`src/rtl/draw_pkg.sv`:
```
// Shared types and constants for the square-plot control path.
package draw_pkg;

    typedef enum logic [2:0] {
        IDLE,
        LOAD_X,
        LOAD_Y,
        CALC_X,
        CALC_Y,
        PLOT,
        DONE
    } draw_state_t;

    localparam int SIDE_LOG2_DEFAULT = 2;
    localparam int INC_W             = 3;

endpackage

```
`src/rtl/rise_detect.sv`:
```
// Single-strobe rising-edge detector; the delay register's reset value
// decides whether an input already high at reset counts as a rise.
module rise_detect #(
    parameter logic RESET_VAL = 1'b1
) (
    input  logic clk,
    input  logic resetn,
    input  logic i_in,
    output logic o_rise
);

    logic r_q;

    // NOTE: sequential state is written with non-blocking assignments only,
    // so every flop samples pre-edge values regardless of process order.
    always_ff @(posedge clk or negedge resetn) begin
        if (!resetn) r_q <= RESET_VAL;
        else         r_q <= i_in;
    end

    assign o_rise = i_in & ~r_q;

endmodule

```
`src/rtl/draw_control.sv`:
```
// Control FSM for the square-plot datapath: latches x/y on user strobes and
// walks a pixel counter in raster order, one plot every three cycles.
module draw_control
    import draw_pkg::*;
#(
    parameter int SIDE_LOG2 = SIDE_LOG2_DEFAULT
) (
    input  logic             clk,
    input  logic             resetn,
    input  logic             load_x,
    input  logic             go,
    output logic             ld_rxin,
    output logic             ld_ryin,
    output logic             ld_rxout,
    output logic             ld_ryout,
    output logic             selxy,
    output logic [INC_W-1:0] inc,
    output logic             plot,
    output logic             busy,
    output logic             done
);

    localparam int CNT_W = 2 * SIDE_LOG2;

    draw_state_t      r_state;
    draw_state_t      w_next_state;
    logic [CNT_W-1:0] r_cnt;
    logic             w_load_x_rise;
    logic             w_go_rise;
    logic             w_cnt_last;

    rise_detect #(.RESET_VAL(1'b1)) u_load_x_rise (
        .clk    (clk),
        .resetn (resetn),
        .i_in   (load_x),
        .o_rise (w_load_x_rise)
    );

    rise_detect #(.RESET_VAL(1'b1)) u_go_rise (
        .clk    (clk),
        .resetn (resetn),
        .i_in   (go),
        .o_rise (w_go_rise)
    );

    assign w_cnt_last = &r_cnt;

    always_ff @(posedge clk or negedge resetn) begin
        if (!resetn) r_state <= IDLE;
        else         r_state <= w_next_state;
    end

    // Counter is only cleared on a new draw; the last pixel leaves it at all ones.
    always_ff @(posedge clk or negedge resetn) begin
        if (!resetn) begin
            r_cnt <= '0;
        end else if (r_state == LOAD_Y) begin
            r_cnt <= '0;
        end else if (r_state == PLOT && !w_cnt_last) begin
            r_cnt <= r_cnt + 1'b1;
        end
    end

    // NOTE: every combinational output gets a default before the case, so no
    // path through the block leaves a value held and no latch is inferred.
    always_comb begin
        w_next_state = r_state;
        case (r_state)
            IDLE: begin
                if (w_go_rise)          w_next_state = LOAD_Y;
                else if (w_load_x_rise) w_next_state = LOAD_X;
            end
            LOAD_X:  w_next_state = IDLE;
            LOAD_Y:  w_next_state = CALC_X;
            CALC_X:  w_next_state = CALC_Y;
            CALC_Y:  w_next_state = PLOT;
            PLOT:    w_next_state = w_cnt_last ? DONE : CALC_X;
            DONE:    w_next_state = IDLE;
            default: w_next_state = IDLE;
        endcase
    end

    // Moore decode: strobes while busy never reach the outputs.
    always_comb begin
        ld_rxin  = 1'b0;
        ld_ryin  = 1'b0;
        ld_rxout = 1'b0;
        ld_ryout = 1'b0;
        selxy    = 1'b0;
        inc      = '0;
        plot     = 1'b0;
        busy     = 1'b0;
        done     = 1'b0;
        case (r_state)
            LOAD_X: ld_rxin = 1'b1;
            LOAD_Y: begin
                ld_ryin = 1'b1;
                busy    = 1'b1;
            end
            CALC_X: begin
                ld_rxout = 1'b1;
                inc      = INC_W'(r_cnt[SIDE_LOG2-1:0]);
                busy     = 1'b1;
            end
            CALC_Y: begin
                ld_ryout = 1'b1;
                selxy    = 1'b1;
                inc      = INC_W'(r_cnt[CNT_W-1:SIDE_LOG2]);
                busy     = 1'b1;
            end
            PLOT: begin
                plot = 1'b1;
                busy = 1'b1;
            end
            DONE: begin
                done = 1'b1;
                busy = 1'b1;
            end
            default: ;
        endcase
    end

endmodule

```
`config.mk`:
```
export PLATFORM = sky130hd
export DESIGN_NAME = draw_control
export DESIGN_NICKNAME = d
export VERILOG_FILES = /design/src/rtl/draw_pkg.sv /design/src/rtl/rise_detect.sv /design/src/rtl/draw_control.sv
export SDC_FILE = /design/constraint.sdc
export NUM_CORES = 1
export LEC_CHECK = 0
export CORE_UTILIZATION = 38
export DETAILED_ROUTE_END_ITERATION = 7
export DONT_BUFFER_PORTS = 1
export PLACE_DENSITY_LB_ADDON = 0.12
export REMOVE_ABC_BUFFERS = 1
export SLEW_MARGIN = 20
export SYNTH_ARGS = -nofsm -noshare
export SYNTH_HDL_FRONTEND = slang
export SYNTH_HIERARCHICAL = 1
export SYNTH_SLANG_ARGS = --single-unit
```
`constraint.sdc`:
```
create_clock -name clk -period 2.2 [get_ports clk]
set_input_delay 0.22 -clock clk [delete_from_list [all_inputs] [get_ports clk]]
set_output_delay 0.22 -clock clk [all_outputs]
set_load 0.05 [all_outputs]
```
==> impl_metrics.tcl, run 1 <==
set metrics [dict create \
    viasPerCell 5.66 \
    coreArea_um2 1320 \
    crit_arrival_ps 1500 \
    clk_root_buffer_cell "clkbuf_4" \
    path_class "flop to output pin" \
    layout.cells.non_filler 77 \
    ios 15 \
    drt.antenna.violating_nets 0 \
    tritoncts "built" \
    drive_gt1_share_pct 29.0 \
    drt-total-wl_um 987 \
    fin_crit_sh_pct 78.3 \
    crit_fanout 11 \
    pwr-share-clk_pct 15.3 \
    start_kind "flop" \
    ctsHoldBuffers 3 \
    die_w_um 39.8 \
    synth.distinct_cells 27 \
    setup_viol 0 \
    synthCells 54 \
    antennaDiodeCount 0 \
    globalplace.congestion 0.933 \
    dpl_cell_area_um2 602 \
    dr_total_vias 436 \
    switching_share_pct 52.1 \
    cts_sinks 9 \
    dieArea_um2 1590 \
    drtPass1Iterations 4 \
    power_mw 0.831 \
    fmax_ghz 0.580 \
    rsz0062_at_grt "false" \
    cts_buffers 3 \
    hold_viol 0 \
    peakVddDrop_mv 0.441 \
    overflow 0 \
    p_switching_mw 0.433 \
    first_iter_violations 9 \
    avgSynthCellArea_um2 10.1 \
    min_path_type "input port to flop" \
    wire_per_inst_um 12.8 \
    max_stage_delay_ps 550 \
    power-per-cell-area_nw_per_um2 1260 \
    post_cts.repair.setup_buffers 0 \
    p_seq_share_pct 35.1 \
    grt_pass1_wl_um 1710 \
    yosysSeqAreaShare_pct 41.8 \
    synth_warnings 6 \
    combPwrFrac_pct 49.7 \
    required_ps 1980 \
    drc_errors 0 \
    path_cells "nand2_1, nor2_1, a22o_1, buf_12" \
    grt_usage_pct 16.6 \
    antenna_found_initial 0 \
    clock_latency_ps 260 \
    num-nets-final 68 \
    final_common_cell "dfrtp_1" \
    area_growth_pct 20.9 \
    io_buffer_count 0 \
    min_period_ps 1720 \
    critical_path.top_delay_family "flip-flops" \
    fp.dieH_um 39.8 \
    p_leak_nw 0.321 \
    finish.instance_area_um2 658 \
    cts_resized 0 \
    final_max_slew_viol_count 0 \
    start_util_pct 41.3 \
    fp-row-count 13 \
    dp.cells 70 \
    drv_cap 0 \
    first_global_vias 421 \
    syn_area_um2 544 \
    worst_path_max_delay_cell "dfrtp_1" \
    final_cell_mix "7 x dfrtp_1, 4 x nand2_1, 4 x nand3_1, 4 x buf_4" \
    status "complete, no violations" \
    critPathCaptureType "output pin" \
    fill_cells 123 \
    hpwl_um 726 \
    cts_buffer_depth 2 \
    fin_skew_ps 3.19 \
    crit_buf_inv 1 \
    setup-tns-final_ps 0 \
    p_int_mw 0.398 \
    cts.clk_slew.worst_paths_ps 60 \
    htree_levels 1 \
    grt_max_degree 13 \
    synth-seq-cells 9 \
]
## worst min-delay path, delay by kind of cell
family             cells  cell delay [ps]
and+or+nand+nor        2              180
AOI/OAI and AO/OA      1               70
## cells by family (layout without fill, tap and decap cells)
family / after synthesis / in the layout / share of synthesized area, %
adder cells (fa/ha/maj): 1 / 1 / 2.30
AO/OA/AOI/OAI: 11 / 11 / 14.0
buffers and inverters: 8 / 16 / 8.97
flip-flops: 9 / 9 / 41.8
AND/OR/NAND/NOR: 21 / 21 / 26.4
multiplexers: 3 / 3 / 5.75
other: 1 / 1 / 0.689
## worst paths after layout
| check | to | slack (ps) | startpoint | depth (start not counted) |
|---|---|---|---|---|
| max | inc[0] | 480 | r_state[1] | 4 |
| min reg2reg | r_cnt[3] | 540 | r_cnt[3] | 1 |
| max reg2reg | r_cnt[0] | 760 | r_cnt[0] | 4 |
| min | r_state[1] | 260 | go | 3 |
| min in group asynchronous | r_state[0] | 330 | resetn | 1 |
| max in group asynchronous | u_go_rise/r_q | 1540 | resetn | 1 |
## synthesized netlist by cell type, drive strengths merged
library cell,count,area [um^2]
conb,1,3.75
nand3b,1,20.0
o31ai,1,7.51
buf,5,37.5
mux2i,2,20.0
a211oi,1,7.51
dfstp,2,52.6
nand2,4,15.0
dfrtp,7,175
mux2,1,11.3
a22o,2,17.5
inv,3,11.3
o21ai,3,15.0
a21oi,2,13.8
nor2,3,11.3
or3,1,6.26
nor3b,1,12.5
or3b,1,8.76
ha,1,12.5
nor2b,2,27.5
a221oi,1,8.76
nor3,2,10.0
and3,2,12.5
nand3,4,20.0
o22ai,1,6.26
## registers in the layout, summed over array words and instances, names as in the netlist
name               count
r_cnt                  4
r_state                3
u_go_rise/r_q          1
u_load_x_rise/r_q      1
## layout make-up
class,instances,area [um^2],area share (%)
multi-input cells,37,274,41.6
flip-flops and latches,9,228,34.6
repair buffers,9,100,15.2
clock buffers,4,26.3,3.99
well taps,15,18.8,2.85
inverters,3,11.3,1.71
## per-layer routing
metal	global-route usage [%]	wire (um)	vias up
met2	27.5	451	23
met5	0	0	-
li1	-	-	206
met4	12.1	17	0
met1	19.4	440	205
met3	1.70	78	2
## power groups by stage
| stage | sequential [mW] | combinational (mW) | clock, mW |
|---|---|---|---|
| final | 0.291 | 0.413 | 0.127 |
| after global routing | 0.303 | 0.441 | 0.140 |
| after CTS | 0.292 | 0.416 | 0.136 |
| after detailed placement | 0.294 | 0.407 | 0 |
| after global placement | 0.289 | 0.403 | 0 |
| after floorplan | 0.270 | 0.339 | 0 |
## stage by stage
| step | util (%) | hold slack, ps | setup WS [ps] |
|---|---|---|---|
| CTS | 50.0 | 253 | 439 |
| floorplan | - | -75.6 | -478 |
| global route | 50.0 | 283 | 335 |
| detailed placement | 45.7 | -75.3 | 746 |
| global placement | 45.7 | -75.4 | 788 |
| finish | 50.0 | 261 | 477 |
No activity file was read; power rests on OpenSTA's default activity.
==> run 2: changes to the inputs <==
ABC_AREA = 1   (was not set)
clock period = 1.55 ns   (was 2.2 ns; I/O delays follow)
==> run 2 against run 1 <==
  * Wire length is 12% higher
  * Clock skew down 0.64 ps
  * Register-to-register slack lost 480 ps
  * Non-clock buffer count up 5
  * Critical path depth increased by 2
  * Global-route usage rose by 1.2 points
  * Largest cell class unchanged
  * Count of clock-buffer cells in the layout is the same
  * Largest power group is now registers
  * Flip-flop and latch count did not move
  * Critical endpoint is now busy
  * Worst setup slack worse by 450 ps
  * Synthesized cell count rose by 30%
  * Highest routed layer unchanged
  * Final cell count grew 31%
==> impl_metrics.tcl, run 2 <==
set metrics [dict create \
    status "complete, no violations" \
    finalCoreUtilization_pct 55.7 \
    grt_use_met3_pct 5.11 \
    grt_util_met2_pct 26.6 \
    coreArea_um2 1320 \
    drive_gt1_share_pct 43.0 \
    hpwl_um 817 \
    first_global_vias 437 \
    rsz0062_at_grt "true" \
    avgSynthCellArea_um2 7.74 \
    viasPerCell 4.84 \
    fmax_ghz 0.657 \
    start_kind "flop" \
    setup_viol 0 \
    yosysTopAreaCell "dfrtp_1" \
    wire_per_inst_um 10.9 \
    fill_cells 127 \
    required_ps 1390 \
    syn_area_um2 542 \
    drt.antenna.violating_nets 0 \
    num-nets-final 92 \
    fp.dieH_um 39.8 \
    seqCellArea_um2 230 \
    synth_flop_cell "dfrtp_1" \
    start_util_pct 41.1 \
    synth_edf_count 0 \
    dpl_worst_slack_ps 232 \
    largest_reg_flops 4 \
    path_class "flop to output pin" \
    synth_most_common_cell "inv_1" \
    antenna_found_initial 0 \
    synth-async-reset-ratio_pct 100 \
    cts_buffer_depth 2 \
    fin_crit_sh_pct 98.3 \
    clock_latency_ps 260 \
    tritoncts "built" \
    whs_ps 133 \
    worst_path_max_delay_cell "dfrtp_1" \
    crit_arrival_ps 1370 \
    synthTopCellsByArea "dfrtp_1 32%, dfstp_2 9.7%, inv_1 9.0%" \
    htree_levels 1 \
    grt_use_met1_pct 21.1 \
    busiest_layer "met2" \
    antennaDiodeCount 0 \
    setup-tns-final_ps 0 \
    p_leak_nw 0.401 \
    ios 15 \
    crit_fanout 4 \
    path_cells "buf_4, nand3_2, inv_2, nor2_2, nand3b_1, buf_12" \
    worst_slack_ps 27.0 \
    clk_root_buffer_cell "clkbuf_4" \
    cts_buffers 3 \
    synth_warnings 6 \
    synth.distinct_cells 21 \
    drc_errors 0 \
    die_w_um 39.8 \
    cts.clk_slew.worst_paths_ps 60 \
    fin_skew_ps 2.55 \
    critPathCaptureType "output pin" \
    regMostFlops "r_cnt" \
    area_growth_pct 35.6 \
    drtPass1Iterations 4 \
    final_max_slew_viol_count 0 \
    synthCells 70 \
    peakVddDrop_mv 0.362 \
    dpl_cell_area_um2 638 \
    drt-total-wl_um 1100 \
    min_period_ps 1520 \
    yosys-top-cells-count "13 x inv_1, 9 x nand2_1, 7 x dfrtp_1, 7 x nand3_1" \
    final_common_cell "inv_1" \
    finish.instance_area_um2 734 \
    first_iter_violations 6 \
    multi_input_area_um2 258 \
    dieArea_um2 1580 \
    dr_total_vias 489 \
    hold_viol 0 \
    final_cell_mix "12 x inv_1, 9 x buf_4, 7 x nand3_1" \
    overflow 0 \
    fp-row-count 13 \
    drv_cap 0 \
    min_path_type "input port to flop" \
    grt_pass1_wl_um 1770 \
    top_regs "r_cnt: 4 flops, r_state: 3 flops" \
    cts_sinks 9 \
    grt_usage_pct 17.8 \
    power-per-cell-area_nw_per_um2 614 \
    max_stage_delay_ps 430 \
    globalplace.congestion 0.810 \
    grt_max_degree 10 \
    yosysTopAreaCellShare_pct 32.3 \
    io_buffer_count 0 \
    yosysSeqAreaShare_pct 42.0 \
    synth-seq-cells 9 \
]
[run 2: worst max-delay path, delay by kind of cell, from the launching register on]
kind / cells / cell delay [ps]
buf+inv: 3 / 370
simple gates: 3 / 300
flops: 1 / 430
[run 2: repair_timing]
action / 4_1_cts / 5_1_grt
gates cloned: 0 / 0
endpoints found under the setup margin: 3 / 3
gates resized for setup: 3 / 7
endpoints found under the hold margin: 11 / 0
pin swaps: 1 / 2
hold buffers: 3 / 0
setup buffers: 0 / 2
[run 2: cell type report]
type | count | area share [%]
flip-flops and latches | 9 | 31.3
well taps | 15 | 2.56
repair buffers | 14 | 18.7
multi-input cells | 42 | 35.1
inverters | 17 | 8.69
clock buffers | 4 | 3.58
[run 2: per-stage QoR]
step | total power, mW | cells
6_report | 0.451 | 101
5_1_grt | 0.473 | 101
4_1_cts | 0.460 | 99
3_5_place_dp | 0.261 | 92
3_3_place_gp | 0.261 | 92
2_1_floorplan | 0.259 | 68
[run 2: final timing paths]
path	from	slack, ps	to	cells after the start
max in group asynchronous	resetn	950	u_load_x_rise/r_q	1
max	r_state[1]	30	busy	6
min reg2reg	r_cnt[3]	590	r_cnt[3]	2
max reg2reg	r_cnt[0]	280	r_cnt[3]	6
min in group asynchronous	resetn	270	r_cnt[3]	1
min	go	130	r_state[1]	4
[run 2: layer usage]
layer / up-vias / share of wire [%]
li1: 247 / -
met1: 216 / 46
met2: 22 / 45
met3: 4 / 7.3
met4: 0 / 2.5
met5: - / 0
[run 2: cell families after synthesis]
group                    after synthesis  synth area share, %
AND/OR/NAND/NOR                       33                 32.8
flip-flops                             9                 42.0
buffers and inverters                 19                 14.5
other                                  1                0.692
XOR/XNOR                               1                 1.62
adder cells (fa/ha/maj)                1                 2.31
AO/OA/AOI/OAI                          6                 6.00
[run 2: power by group]
part | leakage [nW] | switching (mW) | total, mW | internal [mW]
Clock | 0.0150 | 0.0850 | 0.184 | 0.0994
Sequential | 0.0950 | 0.00114 | 0.241 | 0.240
Combinational | 0.291 | 0.0154 | 0.0254 | 0.0100
==> run 3: changes to the inputs <==
SETUP_SLACK_MARGIN = 0.1   (was not set)
==> run 3 against run 2 <==
  * Design area up 5.8%
  * Final cell count unchanged
  * Clock skew down 2.1 ps
  * Count of clock-buffer cells in the layout unchanged
  * Critical endpoint unchanged
==> impl_metrics.tcl, run 3 (synthesis gave the netlist of run 2 again) <==
set metrics [dict create \
    status "complete, no violations" \
    required_ps 1390 \
    finish.instance_area_um2 777 \
    globalplace.congestion 0.810 \
    cts_sinks 9 \
    critPathCaptureType "output pin" \
    die_w_um 39.8 \
    path_cells "inv_2, nand3_2, inv_2, nor2_2, nand3b_1, buf_12" \
    grt_usage_pct 18.6 \
    dieArea_um2 1580 \
    final_max_slew_viol_count 0 \
    drc_errors 0 \
    final_common_cell "inv_1" \
    crit_arrival_ps 1360 \
    antennaDiodeCount 0 \
    fin_crit_sh_pct 98.0 \
    drive_gt1_share_pct 48.8 \
    drtPass1Iterations 4 \
    grt_max_degree 10 \
    cts_buffers 3 \
    final_cell_mix "10 x inv_1, 7 x nand3_1, 7 x buf_4" \
    peakVddDrop_mv 0.369 \
    r2r-start "r_cnt[0]" \
    min_path_type "input port to flop" \
    clk_root_buffer_cell "clkbuf_4" \
    first_iter_violations 7 \
    p_leak_nw 0.414 \
    rsz0062_at_grt "true" \
    hold_start "go" \
    path_class "flop to output pin" \
    fill_cells 120 \
    drt.antenna.violating_nets 0 \
    num-nets-final 92 \
    fin_skew_ps 0.490 \
    fp.dieH_um 39.8 \
    regMostFlops "r_cnt" \
    max_stage_delay_ps 470 \
    cts.clk_slew.worst_paths_ps 60 \
    dr_total_vias 483 \
    ios 15 \
    start_util_pct 41.1 \
    viasPerCell 4.78 \
    start_kind "flop" \
    crit_fanout 5 \
    fp-row-count 13 \
    worst_path_max_delay_cell "dfrtp_2" \
    hpwl_um 817 \
    area_growth_pct 43.4 \
    clock_latency_ps 260 \
    grt_pass1_wl_um 1840 \
    dpl_cell_area_um2 638 \
    fmax_ghz 0.658 \
    hold_viol 0 \
    setup_viol 0 \
    io_buffer_count 0 \
    top_regs "r_cnt: 4 flops, r_state: 3 flops" \
    overflow 0 \
    setup-tns-final_ps 0 \
    tritoncts "built" \
    first_global_vias 445 \
    antenna_found_initial 0 \
    worstSetupStartpoint "r_state[2]" \
    whs_ps 123 \
    coreArea_um2 1320 \
    cts_buffer_depth 2 \
    drv_cap 0 \
    drt-total-wl_um 1210 \
    htree_levels 1 \
    wire_per_inst_um 12.0 \
    min_period_ps 1520 \
    power-per-cell-area_nw_per_um2 585 \
    largest_reg_flops 4 \
    cpMostUsedCell "inv_2" \
    finalCoreUtilization_pct 59.0 \
]
run 3: worst max-delay path: cells and delay by family (launching register included):
family                 cells  cell delay [ps]
DFF                        1              470
and+or+nand+nor            3              330
buffers and inverters      3              310
run 3: routing by layer:
metal / part of all wire [%] / track usage, % / wire (um) / vias to the layer above
met1: 45 / 20.8 / 546 / 217
met2: 48 / 29.9 / 585 / 11
li1: - / - / - / 251
met4: 2.3 / 12.9 / 28 / 0
met5: 0 / 0 / 0 / -
met3: 4.1 / 5.11 / 49 / 4
run 3: final cells by class:
cell class / count / area (um^2) / share of cell area (%)
multi-input combinational: 42 / 285 / 36.7
sequential: 9 / 231 / 29.8
timing repair buffer: 14 / 145 / 18.7
inverter: 17 / 70.1 / 9.02
clock buffer: 4 / 26.3 / 3.38
tap: 15 / 18.8 / 2.42
run 3: report_power, final:
| group | total, mW | leakage (nW) | switching [mW] | internal (mW) |
|---|---|---|---|---|
| combinational | 0.0255 | 0.305 | 0.0155 | 0.0100 |
| sequential | 0.241 | 0.0933 | 0.00110 | 0.240 |
| clock | 0.188 | 0.0150 | 0.0880 | 0.0996 |
run 3: stage by stage:
stage | total power, mW | instances | worst slack (ps)
2_1_floorplan | 0.259 | 68 | -709
3_3_place_gp | 0.261 | 92 | 269
3_5_place_dp | 0.261 | 92 | 232
4_1_cts | 0.460 | 100 | 24.1
5_1_grt | 0.476 | 101 | -44.2
6_report | 0.454 | 101 | 30.3
run 3: timing repair:
| action | 4_1_cts | 5_1_grt |
|---|---|---|
| pin swaps | 2 | 3 |
| hold buffers | 3 | 0 |
| setup buffers | 1 | 1 |
| setup endpoints to repair | 6 | 7 |
| endpoints found under the hold margin | 11 | 0 |
| gates resized for setup | 10 | 11 |
run 3: path summary, 6_finish.rpt:
| kind | end | slack (ps) | cells after the start |
|---|---|---|---|
| min reg2reg | r_cnt[3] | 600 | 2 |
| min in group asynchronous | r_state[1] | 260 | 1 |
| min | r_state[1] | 120 | 4 |
| max in group asynchronous | u_load_x_rise/r_q | 960 | 1 |
| max | busy | 30 | 6 |
| max reg2reg | r_cnt[3] | 280 | 6 |
